==> src/rtl/input_conditioner.sv <==
// Per-channel two-or-more-stage synchroniser, debounce counter and level/edge outputs.
// Optional edge outputs (rise_o, fall_o, changed_o) compiled in by INPUT_CONDITIONER_EDGE_EN.

module input_conditioner_chan #(
    parameter int   STAGES          = 2,
    parameter int   DEBOUNCE_CYCLES = 4,
    parameter logic RESET_BIT       = 1'b0
) (
    input  logic clk,
    input  logic rst,
    input  logic async_in,
    output logic level
`ifdef INPUT_CONDITIONER_EDGE_EN
    ,
    output logic rise,
    output logic fall,
    output logic flip
`endif
);
    localparam int              CW   = $clog2(DEBOUNCE_CYCLES + 1);
    localparam logic [CW-1:0]   LAST = CW'(DEBOUNCE_CYCLES - 1);

    logic [STAGES-1:0] chain;
    logic              sync;
    logic [CW-1:0]     cnt;
    logic              take;

    assign sync = chain[STAGES-1];
    // A new level is accepted on the cycle the counter has already seen DEBOUNCE_CYCLES-1 mismatches.
    assign take = (sync != level) && (cnt == LAST);

    always_ff @(posedge clk) begin
        if (rst) begin
            chain <= {STAGES{RESET_BIT}};
            cnt   <= '0;
            level <= RESET_BIT;
        end else begin
            chain <= {chain[STAGES-2:0], async_in};
            if (sync == level || take)
                cnt <= '0;
            else
                cnt <= cnt + 1'b1;
            if (take)
                level <= sync;
        end
    end

`ifdef INPUT_CONDITIONER_EDGE_EN
    assign flip = take;

    always_ff @(posedge clk) begin
        if (rst) begin
            rise <= 1'b0;
            fall <= 1'b0;
        end else begin
            rise <= take & sync;
            fall <= take & ~sync;
        end
    end
`endif
endmodule

module input_conditioner #(
    parameter int                 CHANNELS        = 1,
    parameter int                 STAGES          = 2,
    parameter int                 DEBOUNCE_CYCLES = 4,
    parameter logic [CHANNELS-1:0] RESET_VAL      = '0
) (
    input  logic                clk,
    input  logic                rst,
    input  logic [CHANNELS-1:0] async_i,
    output logic [CHANNELS-1:0] level_o,
    output logic [CHANNELS-1:0] rise_o,
    output logic [CHANNELS-1:0] fall_o,
    output logic                changed_o
);
`ifdef INPUT_CONDITIONER_EDGE_EN
    logic [CHANNELS-1:0] flip;
`endif

    for (genvar c = 0; c < CHANNELS; c++) begin : g_ch
        input_conditioner_chan #(
            .STAGES         (STAGES),
            .DEBOUNCE_CYCLES(DEBOUNCE_CYCLES),
            .RESET_BIT      (RESET_VAL[c])
        ) u_ch (
            .clk     (clk),
            .rst     (rst),
            .async_in(async_i[c]),
            .level   (level_o[c])
`ifdef INPUT_CONDITIONER_EDGE_EN
            ,
            .rise    (rise_o[c]),
            .fall    (fall_o[c]),
            .flip    (flip[c])
`endif
        );
    end

`ifdef INPUT_CONDITIONER_EDGE_EN
    // Built from the same acceptance strobes as rise/fall so it lines up with them.
    always_ff @(posedge clk) begin
        if (rst)
            changed_o <= 1'b0;
        else
            changed_o <= |flip;
    end
`else
    assign rise_o    = '0;
    assign fall_o    = '0;
    assign changed_o = 1'b0;
`endif
endmodule

==> config.mk <==
export PLATFORM = sky130hd
export DESIGN_NAME = input_conditioner
export DESIGN_NICKNAME = d
export VERILOG_FILES = /design/src/rtl/input_conditioner.sv
export SDC_FILE = /design/constraint.sdc
export NUM_CORES = 1
export LEC_CHECK = 0
export BUFFER_PORTS_ARGS = -buffer_cell sky130_fd_sc_hd__buf_4
export CORE_AREA = 2 2 39 41
export DETAILED_ROUTE_END_ITERATION = 10
export DIE_AREA = 0 0 41 43
export SLEW_MARGIN = 20
export SYNTH_ARGS = -nofsm -noshare
export SYNTH_HDL_FRONTEND = slang
export SYNTH_HIERARCHICAL = 1
export SYNTH_SLANG_ARGS = --single-unit
==> constraint.sdc <==
create_clock -name clk -period 2.86 [get_ports clk]
set_clock_uncertainty 0.15 [all_clocks]
set_input_delay 0.572 -clock clk [delete_from_list [all_inputs] [get_ports clk]]
set_output_delay 0.572 -clock clk [all_outputs]
set_load 0.01 [all_outputs]
==> metrics <==
run status complete, no violations; detailed placement HPWL approximately 220 um; DR pass1 iterations 1; DRT Wirelength approximately 290 um; Worst Path Buf+Inv 1; Crit path arrival time roughly 700 ps; max-capacitance violation count 0; commonest non-fill, non-tap cell in the layout dfxtp_1; area leader, netlist dfxtp_1; chip height 43 um; CTS tree yes; full die area roughly 1800 um2; sequential cell area between 100 and 150 um2; n_diodes 0; Fill cells 150; count of final hold-check violations 0; Worst EP required 2140 ps; CP cell instances buf_4; final core utilization 0.208; initial detailed-routing violation count 0; CP startpoint kind register; largest family of logic cells by synthesized area simple AND/OR/NAND/NOR gates; XOR/XNOR share of the synthesized area 0.0368; synth top area cells dfxtp_1 (51%), ha_1 (11%), buf_4 (9.5%), nor4b_2 (6.3%), nor2b_1 (5.3%); adder-cell area share of the yosys netlist 0.105; Synth Instances 21; DRC 0; multiplexer area fraction after synthesis 0.0421; hold depth 1; Die X between 40 and 50 um; RSZ-0062 raised after global routing no; Mapped Area between 200 and 250 um2; total CTS buffers 3; setup repair bufs after CTS 0; fmax about 0.69 GHz; Nets 33; Ys Warns 6; fin crit period between 1000 and 1500 ps; Pwr Total between 0.15 and 0.2 mW; cts hold-fix bufs 0; period utilization 0.505; Worst R2R Path Depth 3; Crit. End Element output pin; Final setup violation count 0; post-synthesis cell type count 11; Port Buffers 3; vias in the first global route roughly 120; slowest stage delay, CP 350 ps; H-tree levels 1; Seq/Total Area, Yosys 0.505; Simple-Gate Fraction of Synth Area 0.184; GP Congestion between 0.5 and 0.6; Worst Path Max Fanout 3; VDD IR max 334 uV; Initial Utilization 0.172; Crit Path Class register to output pin; vias about 150; area of the multi-input gates about 99 um2; P&R area growth vs syn 21.1%; WP depth 1; Hold Crit Class register to register; Reg clk slew, reported paths ~40 ps; Final Cell Area roughly 290 um2; Synth top area share 0.505; DRT antenna net count 0; WL/cell 6.79 um; most frequent cells in the layout dfxtp_1 (6), conb_1 (3), clkbuf_4 (3), buf_4 (3); I/O pin total 7; antenna violations before repair 0; flops & latches, synth 6; worst-skew pair later-pin latency between 200 and 250 ps; gr usage total 0.0423; Pleak around 0.12 nW; Congestion Overflow GR 0; Crit path max-delay family flip-flops; Via density 3.55; PD cells 588 nW/um2; Slowest cell on crit path dfxtp_1; Row Count 14; max-slew violation count 0; Post-Route Setup TNS 0 ps; share of cells above drive strength 1 0.269; FF-to-FF setup slack 1600 ps; clock tree buffer depth 2; placed instance area ~270 um2; TritonCTS Sinks 6; post-CTS sizing 0; root buffer cell clkbuf_4; Synth Area in Compound Gates 0; core region area about 1400 um2; Avg Inst Size Synth 11.3 um2; first-pass GRT wire length approximately 460 um; largest net degree at the start of global routing 7
[state kept, by name, summed over array words and instances (netlist names)]
signal,flops
g_ch.u_ch/chain,2
g_ch.u_ch/cnt,3
g_ch.u_ch/level,1
[path summary, 6_finish.rpt]
check                            from             endpoint
setup / recovery   g_ch[0].u_ch/level              level_o
setup reg to reg  g_ch[0].u_ch/cnt[0]  g_ch[0].u_ch/cnt[2]
hold reg to reg   g_ch[0].u_ch/cnt[0]  g_ch[0].u_ch/cnt[0]
hold / removal    g_ch[0].u_ch/cnt[0]  g_ch[0].u_ch/cnt[0]
[layer usage]
layer | track usage | wire (um) | vias to the layer above
met5 | 0 | 0 | -
met4 | 0 | 0 | 0
met3 | 0.0628 | 39 | 0
met2 | 0.0500 | 138 | 7
met1 | 0.0453 | 106 | 66
li1 | - | - | 76
[cell usage after synthesis]
library cell  instances
nor2_1                1
xnor2_1               1
nor2b_1               2
nor4b_2               1
mux2i_1               1
ha_1                  2
conb_1                1
dfxtp_1               6
buf_4                 3
nor4_1                2
inv_1                 1
[logic make-up after synthesis]
group | after synthesis
adders and majority gates | 2
xor gates and xnor gates | 1
DFF | 6
and+or+nand+nor | 6
buffers and inverters | 4
other | 1
muxes | 1
[cell type report]
cell class,count,share of cell area
inverter,1,0.0130
multi-input combinational,13,0.343
timing repair buffer,3,0.0783
tap,16,0.0696
sequential,6,0.417
clock buffer,3,0.0783
[metrics by stage]
stage	setup slack [ps]	std cells	hold slack [ps]
3_3_place_gp	1620	39	266
4_1_cts	1400	42	282
5_1_grt	1390	42	306
2_1_floorplan	1660	23	254
6_report	1410	42	275
3_5_place_dp	1610	39	275
[power by group]
group / total (mW) / leakage, nW / internal [mW] / switching (mW)
clock: 0.0754 / 0.0138 / 0.0473 / 0.0281
sequential: 0.0864 / 0.0488 / 0.0857 / 0.000656
combinational: 0.00737 / 0.0530 / 0.00322 / 0.00414
No activity file was read; power rests on OpenSTA's default activity.
